--- src/rtl/word_packer_pkg.sv ---
// Shared sizing helpers and reset values for the word packer and its FIFO.
package word_packer_pkg;

  // Packed word width.
  function automatic int unsigned pw(input int unsigned width, input int unsigned nwords);
    return width * nwords;
  endfunction

  // Width of a 0..DEPTH inclusive occupancy count.
  function automatic int unsigned lvl_w(input int unsigned depth);
    return $clog2(depth) + 1;
  endfunction

  localparam int unsigned CNT_RST      = 0;
  localparam logic        OVERFLOW_RST = 1'b0;

endpackage

--- src/rtl/sync_fifo.sv ---
// Show-ahead synchronous FIFO; a write while full is accepted only with a read on the same edge.
module sync_fifo
  import word_packer_pkg::*;
#(
  parameter int unsigned DW    = 16,
  parameter int unsigned DEPTH = 4
) (
  input  logic                       clk,
  input  logic                       rst,
  input  logic                       wr_en,
  input  logic [DW-1:0]              wr_data,
  input  logic                       rd_en,
  output logic [DW-1:0]              rd_data,
  output logic                       full,
  output logic                       empty,
  output logic [lvl_w(DEPTH)-1:0]    level
);

  localparam int unsigned AW = $clog2(DEPTH);
  localparam int unsigned LW = lvl_w(DEPTH);

  logic [DW-1:0] mem [DEPTH];
  logic [AW-1:0] wptr_q, rptr_q;
  logic [LW-1:0] level_q, level_d;
  logic          wr_ok, rd_ok;

  assign empty   = (level_q == '0);
  assign full    = (level_q == LW'(DEPTH));
  assign rd_ok   = rd_en && !empty;
  assign wr_ok   = wr_en && (!full || rd_ok);
  assign level   = level_q;
  assign rd_data = empty ? '0 : mem[rptr_q];

  // Storage array; no reset needed since empty masks the read port.
  always_ff @(posedge clk) begin
    if (wr_ok) mem[wptr_q] <= wr_data;
  end

  // Occupancy next-state.
  always_comb begin
    level_d = level_q;
    case ({wr_ok, rd_ok})
      2'b10:   level_d = level_q + LW'(1);
      2'b01:   level_d = level_q - LW'(1);
      default: level_d = level_q;
    endcase
  end

  // Pointer and occupancy registers; pointers wrap naturally at DEPTH.
  always_ff @(posedge clk or posedge rst) begin
    if (rst) begin
      wptr_q  <= '0;
      rptr_q  <= '0;
      level_q <= '0;
    end else begin
      if (wr_ok) wptr_q <= wptr_q + AW'(1);
      if (rd_ok) rptr_q <= rptr_q + AW'(1);
      level_q <= level_d;
    end
  end

endmodule

--- src/rtl/word_packer.sv ---
// Packs NWORDS enable-qualified WIDTH-bit words (first word in the MSBs) into one packed word,
// buffers them in a show-ahead FIFO and presents them on a valid/ready interface.
// Optional build macro WORD_PACKER_PARITY_EN adds a stored even-parity bit and out_parity.
module word_packer
  import word_packer_pkg::*;
#(
  parameter int unsigned WIDTH  = 4,
  parameter int unsigned NWORDS = 4,
  parameter int unsigned DEPTH  = 4
) (
  input  logic                          clk,
  input  logic                          rst,
  input  logic [WIDTH-1:0]              in_data,
  input  logic                          in_en,
  input  logic                          flush,
  output logic [pw(WIDTH, NWORDS)-1:0]  out_data,
  output logic                          out_valid,
  input  logic                          out_ready,
  output logic [lvl_w(DEPTH)-1:0]       level,
  output logic                          overflow
`ifdef WORD_PACKER_PARITY_EN
  ,
  output logic                          out_parity
`endif
);

  localparam int unsigned PW = pw(WIDTH, NWORDS);
  localparam int unsigned CW = $clog2(NWORDS);
`ifdef WORD_PACKER_PARITY_EN
  localparam int unsigned DW = PW + 1;
`else
  localparam int unsigned DW = PW;
`endif

  logic [PW-1:0] acc_q, acc_d, acc_shift, push_data;
  logic [CW-1:0] cnt_q, cnt_d;
  logic          push, pop, full, empty, overflow_q;
  logic [DW-1:0] fifo_wdata, fifo_rdata;
  int unsigned   pad_sh;

  assign acc_shift = {acc_q[PW-WIDTH-1:0], in_data};
  assign pop       = out_ready && !empty;

  // Accumulate words; close the packed word on the last slot or on flush (zero-padded).
  always_comb begin
    acc_d     = acc_q;
    cnt_d     = cnt_q;
    push      = 1'b0;
    push_data = '0;
    pad_sh    = 0;
    if (in_en) begin
      if (cnt_q == CW'(NWORDS - 1)) begin
        push      = 1'b1;
        push_data = acc_shift;
        acc_d     = '0;
        cnt_d     = '0;
      end else if (flush) begin
        // in_data joins first, then the remaining empty slots are padded.
        push      = 1'b1;
        pad_sh    = (NWORDS - 1 - 32'(cnt_q)) * WIDTH;
        push_data = acc_shift << pad_sh;
        acc_d     = '0;
        cnt_d     = '0;
      end else begin
        acc_d = acc_shift;
        cnt_d = cnt_q + CW'(1);
      end
    end else if (flush && (cnt_q != '0)) begin
      push      = 1'b1;
      pad_sh    = (NWORDS - 32'(cnt_q)) * WIDTH;
      push_data = acc_q << pad_sh;
      acc_d     = '0;
      cnt_d     = '0;
    end
  end

  // Packer state and sticky overflow; a push into a full FIFO without a pop is dropped.
  always_ff @(posedge clk or posedge rst) begin
    if (rst) begin
      acc_q      <= '0;
      cnt_q      <= CW'(CNT_RST);
      overflow_q <= OVERFLOW_RST;
    end else begin
      acc_q <= acc_d;
      cnt_q <= cnt_d;
      if (push && full && !pop) overflow_q <= 1'b1;
    end
  end

`ifdef WORD_PACKER_PARITY_EN
  assign fifo_wdata = {^push_data, push_data};
  assign out_parity = fifo_rdata[PW];
`else
  assign fifo_wdata = push_data;
`endif

  sync_fifo #(
    .DW    (DW),
    .DEPTH (DEPTH)
  ) u_fifo (
    .clk     (clk),
    .rst     (rst),
    .wr_en   (push),
    .wr_data (fifo_wdata),
    .rd_en   (pop),
    .rd_data (fifo_rdata),
    .full    (full),
    .empty   (empty),
    .level   (level)
  );

  assign out_data  = fifo_rdata[PW-1:0];
  assign out_valid = !empty;
  assign overflow  = overflow_q;

endmodule

--- config.mk ---
export PLATFORM = sky130hd
export DESIGN_NAME = word_packer
export DESIGN_NICKNAME = d
export VERILOG_FILES = /design/src/rtl/word_packer_pkg.sv /design/src/rtl/sync_fifo.sv /design/src/rtl/word_packer.sv
export SDC_FILE = /design/constraint.sdc
export NUM_CORES = 1
export LEC_CHECK = 0
export ABC_AREA = 1
export CORE_MARGIN = 2
export CORE_UTILIZATION = 63
export DETAILED_ROUTE_END_ITERATION = 12
export PLACE_DENSITY_LB_ADDON = 0.15
export SLEW_MARGIN = 5
export SYNTH_ARGS = -nofsm -noshare
export SYNTH_HDL_FRONTEND = slang
export SYNTH_SLANG_ARGS = --single-unit
--- constraint.sdc ---
create_clock -name clk -period 5.5 [get_ports clk]
set_clock_uncertainty 0.15 [all_clocks]
set_input_delay 0.825 -clock clk [delete_from_list [all_inputs] [get_ports clk]]
set_output_delay 0.825 -clock clk [all_outputs]
set_load 0.02 [all_outputs]
# Word-level counts from Yosys, hierarchy flattened

Memory sizes are Yosys's and may differ from the RTL's.
Cells that the tools add are included.

Add/subtract/negate cells: 7
Multipliers: 0
Divide/modulo/power cells: 0
$lt $le $gt $ge: 0
Equal/unequal tests: 4
Shift-type cells: 2
Muxes and demuxes: 20
Bitwise gates (word level): 0
Reductions and logical operators: 14

Operators by type and width:

| kind                                                | number |
|---|---|
| two-way mux 16 bit                                  | 9 |
| left shift 16 x 32 -> 16 bit                        | 2 |
| two-way mux 2 bit                                   | 4 |
| adder 2 x 1 -> 2 bit, second input constant         | 3 |
| logical AND 1 bit                                   | 6 |
| two-way mux 1 bit                                   | 6 |
| case mux 3 bit (2 select lines)                     | 1 |
| nonzero test 2 bit                                  | 3 |
| equality test 2 bit, second input constant          | 2 |
| subtractor 3 x 2 -> 4 bit, first input constant     | 1 |
| adder 3 x 1 -> 3 bit, second input constant         | 1 |
| equality test 3 bit, second input constant          | 1 |
| zero test 1 bit                                     | 3 |
| zero test 3 bit                                     | 1 |
| subtractor 2 x 2 -> 3 bit, first input constant     | 1 |
| subtractor 3 x 1 -> 3 bit, second input constant    | 1 |
| equality test 2 x 1 -> 1 bit, second input constant | 1 |
| logical OR 1 bit                                    | 1 |

Register bits after elaboration: 26
Bits in latches: 0
RAM bits: 64
Bits in read-only memories: 0
Input port bits: 9
Output and inout bits: 21
Logic and storage cells: 54
Memories kept: 1

Memory list:

| memory     | depth | width | read ports | clocked after memory_dff | write ports | RTL line        | source |
|---|---|---|---|---|---|---|---|
| u_fifo.mem | 4     | 16    | 1          | 0                        | 1           | sync_fifo.sv:22 | `logic [DW-1:0] mem [DEPTH];` |

# Logic depth before layout (Yosys ltp)

Depth after elaboration: 8
Gate-level depth with buffers: 14
Depth with buffers taken out: 12

# Modules after synthesis

A second synthesis with hierarchy kept.

Cells, all modules: 562
Area, all modules: 4898.4 µm²

Modules (own cells, without submodules):

| module      | instances | cells an instance | area each (µm²) | sequential area each (µm²) |
|---|---|---|---|---|
| sync_fifo   | 1         | 313               | 3243.1          | 2097.0 |
| word_packer | 1         | 249               | 1655.3          | 475.5 |

# Least setup slack after synthesis

OpenSTA, ideal clock, no wires.

Path kind: reg2reg
Start point: reg cnt_q[0]
End point: mem u_fifo.mem[0][0] (enable)
Setup time: 0.389 ns
Arrival time: 2.090 ns
Data required time: 4.961 ns
Path slack: 2.871 ns
Cell stages (with the launch flop): 10
Buffers on the path: 2
Clock period less this slack: 2.629 ns
Path through: dfrtp_1 buf_2 inv_1 buf_2 ha_1 nor2_4 nor2_4 nor2_4 nand2_1 nor2_1

Longest elaborated chain between the ends: 7
Elaborated cells between the ends (all ways): 9
Classes of those cells: 1 x eq/ne; 5 x mux; 3 x reduce/logical

Ends and longest elaborated chain:

| item                                      | RTL line          | source |
|---|---|---|
| start, declared                           | word_packer.sv:36 | `logic [CW-1:0] cnt_q, cnt_d;` |
| start signal, assigned                    | word_packer.sv:81 | `cnt_q <= CW'(CNT_RST);` |
| start signal, assigned                    | word_packer.sv:85 | `cnt_q <= cnt_d;` |
| nonzero test 2 bit                        | word_packer.sv:68 | `end else if (flush && (cnt_q != '0)) begin` |
| logical AND 1 bit                         | word_packer.sv:68 |  |
| two-way mux 1 bit                         | word_packer.sv:68 |  |
| two-way mux 1 bit *                       | word_packer.sv:51 | `if (in_en) begin` |
| logical AND 1 bit *                       | sync_fifo.sv:30   | `assign wr_ok = wr_en && (!full \|\| rd_ok);` |
| two-way mux 1 bit *                       | sync_fifo.sv:36   | `if (wr_ok) mem[wptr_q] <= wr_data;` |
| two-way mux 1 bit (implied by the code) * | sync_fifo.sv:36   |  |
| end, declared                             | sync_fifo.sv:22   |  |

Every way passes the cells marked *; elsewhere a longest branch is shown, timed or not.

# Worst setup path after layout

Start point: reg u_fifo.rptr_q[1]
End point: out out_data[12]

Longest elaborated chain between the ends: 2

Ends and longest elaborated chain:

| item                   | RTL line          | source |
|---|---|---|
| start, declared        | sync_fifo.sv:23   | `logic [AW-1:0] wptr_q, rptr_q;` |
| start signal, assigned | sync_fifo.sv:57   | `if (rd_ok) rptr_q <= rptr_q + AW'(1);` |
| memory (4 x 16 bit)    | -                 |  |
| two-way mux 16 bit     | sync_fifo.sv:32   | `assign rd_data = empty ? '0 : mem[rptr_q];` |
| end, declared          | word_packer.sv:16 | `output logic [pw(WIDTH, NWORDS)-1:0] out_data,` |

Every way passes these cells.

==> impl_metrics.env <==
export IMPL_status="complete, no violations"
export IMPL_start_util=0.649
export IMPL_regArea_sq_um=2570
export IMPL_ant_nets=0
export IMPL_fp_dieW_microns=87.4
export IMPL_worstHoldPathCells=1
export IMPL_drt_met1_wl_mm=4.20
export IMPL_viasPerCell=5.77
export IMPL_grt_start_max_net_pins=35
export IMPL_hold_path_class="flop to flop"
export IMPL_placed_cells=572
export IMPL_grt_ovfl_total=0
export IMPL_fmax_ghz=0.265
export IMPL_cp_max_fo=18
export IMPL_fin_nets=520
export IMPL_slew_viol_final=0
export IMPL_r2r_end="u_fifo.level[1]"
export IMPL_clock_latency_ps=370
export IMPL_final_instance_count_excl_fill=588
export IMPL_root_buffer="clkbuf_8"
export IMPL_numCtsBuffers=9
export IMPL_path_clk_slew_ps=90
export IMPL_avgRoutedWirePerCell_microns=16.1
export IMPL_yosysSeqAreaShare=0.587
export IMPL_holdPathEnd="overflow"
export IMPL_grt_pass1_vias=3105
export IMPL_hold_path_startpoint="overflow"
export IMPL_die_height_microns=87.4
export IMPL_drive_above_1_share=0.0630
export IMPL_hpwl_mm=6.36
export IMPL_wl_met3_microns=622
export IMPL_netlist_area_sq_um=4380
export IMPL_grt_use_total=0.265
export IMPL_dr_pass1_iters=6
export IMPL_drt_iter0_drc=254
export IMPL_remaining_drc_errors=0
export IMPL_end_kind="output port"
export IMPL_num_rows=30
export IMPL_syn_to_final_growth_pct=11.9
export IMPL_cts_resized=0
export IMPL_routed_wl_mm=9.46
export IMPL_maxSlewHeadroom=0.365
export IMPL_critPathKind="flop to output port"
export IMPL_htree_num_levels=3
export IMPL_rsz0062_at_grt="no"
export IMPL_core_area_sq_um=6760
export IMPL_cap_violations=0
export IMPL_fin_crit_ps=3780
export IMPL_yosysUniqueCellTypes=25
export IMPL_postCtsHoldBufs=0
export IMPL_tns_ps=0
export IMPL_r2r_start="cnt_q[0]"
export IMPL_crit_required_ps=4530
export IMPL_route_met2_wl_mm=4.50
export IMPL_clock_sinks=90
export IMPL_powerDensity_nw_per_um2=476
export IMPL_final_util=0.725
export IMPL_fill_cells=488
export IMPL_cts_setup_buffers=0
export IMPL_portBuffers=29
export IMPL_setup_violations=0
export IMPL_ys_ff_latch=90
export IMPL_r2r_slack_ps=1980
export IMPL_syn_inst=479
export IMPL_yosysWarnings=0
export IMPL_ir_worst_vdd_mv=0.360
export IMPL_r2r_cells=10
export IMPL_syn_avg_cell_area_sq_um=9.15
export IMPL_p_leak_nw=1.99
export IMPL_antenna_found_initial=0
export IMPL_multiInputGateArea_sq_um=1560
export IMPL_grt_pass1_wl_mm=15.2
export IMPL_startpoint_type="flop"
export IMPL_min_period_over_period=0.687
export IMPL_clock_path_buffers=2
export IMPL_io_pins=30
export IMPL_cts_tree="done"
export IMPL_globalplace_congestion=0.931
export IMPL_worst_slew_pin_slew_ps=951
export IMPL_finalHoldViolCount=0
export IMPL_vias=3393
export IMPL_syn_nets=496
export IMPL_antenna_cells=0
export IMPL_crit_arrival_ps=2800
export IMPL_highest_layer="met4"
export IMPL_design_die_area_sq_um=7640
## layer usage
metal  global-route usage  vias to the layer above
li1                     -                     1645
met3               0.0540                       16
met2                0.419                      146
met4               0.0895                        0
met5                    0                        -
met1                0.368                     1586
## Yosys cell counts, drive strengths merged
master	instances	share of area
o22ai	11	0.016
edfxtp	64	0.44
o21ai	55	0.063
o21bai	1	0.0017
fa	1	0.0046
inv	39	0.033
ha	7	0.020
xnor2	1	0.0020
nor2	81	0.077
clkbuf	5	0.0046
buf	16	0.020
nand2	117	0.10
xor2	2	0.0040
dfrtp	26	0.15
a21oi	22	0.026
o211ai	7	0.012
nand3	24	0.027
## registers in the layout, indices dropped and copies added, names as in the netlist
register	cells
u_fifo.rptr_q	2
u_fifo.level	3
overflow	1
acc_q	16
u_fifo.wptr_q	2
u_fifo.mem	64
cnt_q	2
## power by group
group | switching (W) | leakage, nW | internal [W]
logic | 0.000588 | 0.964 | 0.000383
registers | 0.0000734 | 0.933 | 0.000836
clock network | 0.000240 | 0.0943 | 0.000213
total | 0.000902 | 1.99 | 0.00143
## worst max-delay path, stage by stage, from the launching register on
cell             delay (ps)
dfrtp_1                 820
inv_1                   500
nor2_1                  180
o21ai_0                  90
a21oi_1                 200
clkdlybuf4s50_1         640
## kinds of logic (layout without fill, tap and decap cells)
| group | Yosys count | after routing | share of synthesized area |
|---|---|---|---|
| xor gates and xnor gates | 3 | 3 | 0.00600 |
| buffers and inverters | 60 | 89 | 0.0580 |
| adders and majority gates | 8 | 8 | 0.0246 |
| and+or+nand+nor | 222 | 222 | 0.206 |
| AOI/OAI and AO/OA | 96 | 96 | 0.118 |
| DFF | 90 | 90 | 0.587 |
## layout make-up
| cell class | count | share of cell area |
|---|---|---|
| multi-input cells | 329 | 0.317 |
| inverters | 39 | 0.0299 |
| clock inverters | 7 | 0.0153 |
| flip-flops and latches | 90 | 0.525 |
| clock buffers | 9 | 0.0253 |
| well taps | 80 | 0.0204 |
| repair buffers | 34 | 0.0669 |
## how the worst max path moves through the flow
stage | from | to | depth (start not counted)
floorplan | cnt_q[0] | u_fifo.mem[0][0] | 9
finish | u_fifo.rptr_q[1] | out_data[12] | 5
global placement | in_en | u_fifo.level[2] | 10
global route | u_fifo.rptr_q[1] | out_data[1] | 5
CTS | u_fifo.rptr_q[1] | out_data[12] | 5
detailed placement | in_en | u_fifo.level[2] | 10
## through the flow
stage	hold WS [ps]	setup WS [ps]	instance area [sq um]	total power [W]
after detailed placement	333	1850	4700	0.00189
after floorplan	303	2870	4380	0.00153
final	348	1720	4900	0.00233
after CTS	352	1740	4900	0.00234
after global placement	330	1920	4700	0.00187
after global routing	364	1600	4900	0.00247
## placed cells by master (no fill, tap or decap), drive strengths merged
cell type,count
a21oi,22
buf,5
bufinv,1
clkbuf,9
clkdlybuf4s50,29
clkinv,1
clkinvlp,2
dfrtp,26
edfxtp,64
fa,1
ha,7
inv,42
nand2,117
nand3,24
nor2,81
o211ai,7
o21ai,55
o21bai,1
o22ai,11
xnor2,1
xor2,2
No activity file was read; power rests on OpenSTA's default activity.
==> edit, RTL diff (same flow settings) <==
Make the reset (`rst`) synchronous in 2 clocked blocks.
--- a/src/rtl/sync_fifo.sv
+++ b/src/rtl/sync_fifo.sv
@@ -47,7 +47,7 @@
   end
 
   // Pointer and occupancy registers; pointers wrap naturally at DEPTH.
-  always_ff @(posedge clk or posedge rst) begin
+  always_ff @(posedge clk) begin
     if (rst) begin
       wptr_q  <= '0;
       rptr_q  <= '0;
--- a/src/rtl/word_packer.sv
+++ b/src/rtl/word_packer.sv
@@ -75,7 +75,7 @@
   end
 
   // Packer state and sticky overflow; a push into a full FIFO without a pop is dropped.
-  always_ff @(posedge clk or posedge rst) begin
+  always_ff @(posedge clk) begin
     if (rst) begin
       acc_q      <= '0;
       cnt_q      <= CW'(CNT_RST);
Formal check against the unedited RTL: differs if rst is asserted again (counterexample within 4 cycles, from zero or initial values and one cycle with rst high); with rst held inactive, the same outputs for 4 cycles.
==> edit against the original RTL <==
Critical path depth unchanged. Worst hold slack worse by 0.032 ns. Sequential cell count is 2 higher. Setup slack improved by 0.032 ns. Area after synthesis grew 1.9%. Via count rose by 7.9%. Power shrank 20%. Register-to-register slack improved by 0.12 ns. Count of clock-buffer cells in the layout stayed put. Wire length rose by 1.7%. Design area grew 1.4%.
==> edit: results (changes against the original RTL) <==
** Status
- Run status: finished clean (unchanged).

** Logic synthesis
- The per-instance average area after synthesis was 8.724 um^2 (was 9.148 um^2).
- The count of cell types in the netlist was 27 (was 25).
- The synthesized-area fraction occupied by xor and xnor cells was 0.1961% (was 0.5997%).
- Synth cell count leaders: sky130_fd_sc_hd__nand2_1 (103), sky130_fd_sc_hd__nor2_1 (84), sky130_fd_sc_hd__edfxtp_1 (64) (was sky130_fd_sc_hd__nand2_1 (115), sky130_fd_sc_hd__nor2_1 (75), sky130_fd_sc_hd__edfxtp_1 (64)).
- Proportion of synthesized chip area in sequential cells :: 55.57% (was 58.71%)
- The async set or reset register ratio after synthesis was 0% (was 28.89%).

** Global route
- GR Layer Usage met2 :: 43.06% (was 41.94%)
- The maximum number of pins on one net before global-route repair is 34 (was 35).
- Total routing usage reported by global routing :: 26.75% (was 26.47%)

** Routing
- The total wirelength of the detailed-routed design came to 9624 um (was 9461 um).
- The number of detailed-routing iterations run before antenna repair came to 4 (was 6).
- The met2 wire length was 4627 um (was 4501 um).
- The detail-routed via count per cell was 5.773 (was 5.770).
- The met3 routed wirelength came to 676 um (was 622 um).

** Layout
- Final std cells w/o fill :: 634 (was 588)
- The final-layout fill cell count was 528 (was 488).
- The number of nets at the end of the flow was 551 (was 520).

** Place
- Dpl cells :: 619 (was 572)
- The placed standard-cell area came to 4781 um^2 (was 4702 um^2).

** Worst setup path
- Endpoint arrival time on the critical path :: 2.77 ns (was 2.80 ns)

** STA
- The transition at the pin with the smallest max-transition slack was 0.8333 ns (was 0.9512 ns).
- The minimum period implied by the final worst setup slack was 3.747 ns (was 3.779 ns).
- The worst hold margin was 0.3154 ns (was 0.3479 ns).

** Power
- The maximum vdd drop came to 288.2 uV (was 359.8 uV).
- The leakage power was 1.874 nW (was 1.991 nW).
## edit: cell type report
type	instances	area [um^2]	share of cell area (%)
sequential	92	2482	49.96
multi-input combinational	363	1710	34.42
clock inverter	6	63.81	1.284
clock buffer	9	123.9	2.493
timing repair buffer	36	342.8	6.900
tap	96	120.1	2.418
inverter	32	125.1	2.518
## edit: report_power, final
group	switching (mW)	internal, mW	total [mW]
clock	0.237	0.208	0.446
combinational	0.382	0.242	0.624
sequential	0.0301	0.777	0.807
## edit: final timing paths
path                                                endpoint                   start  cells after the start
worst max-delay path                            out_data[11]               flip-flop                      5
worst min-delay path                  acc_q[13]$_SDFFE_PP0P_  acc_q[13]$_SDFFE_PP0P_                      2
worst max register to register  u_fifo.level[1]$_SDFFE_PP0P_   cnt_q[0]$_SDFFE_PP0P_                     10
worst min register to register        acc_q[13]$_SDFFE_PP0P_  acc_q[13]$_SDFFE_PP0P_                      2
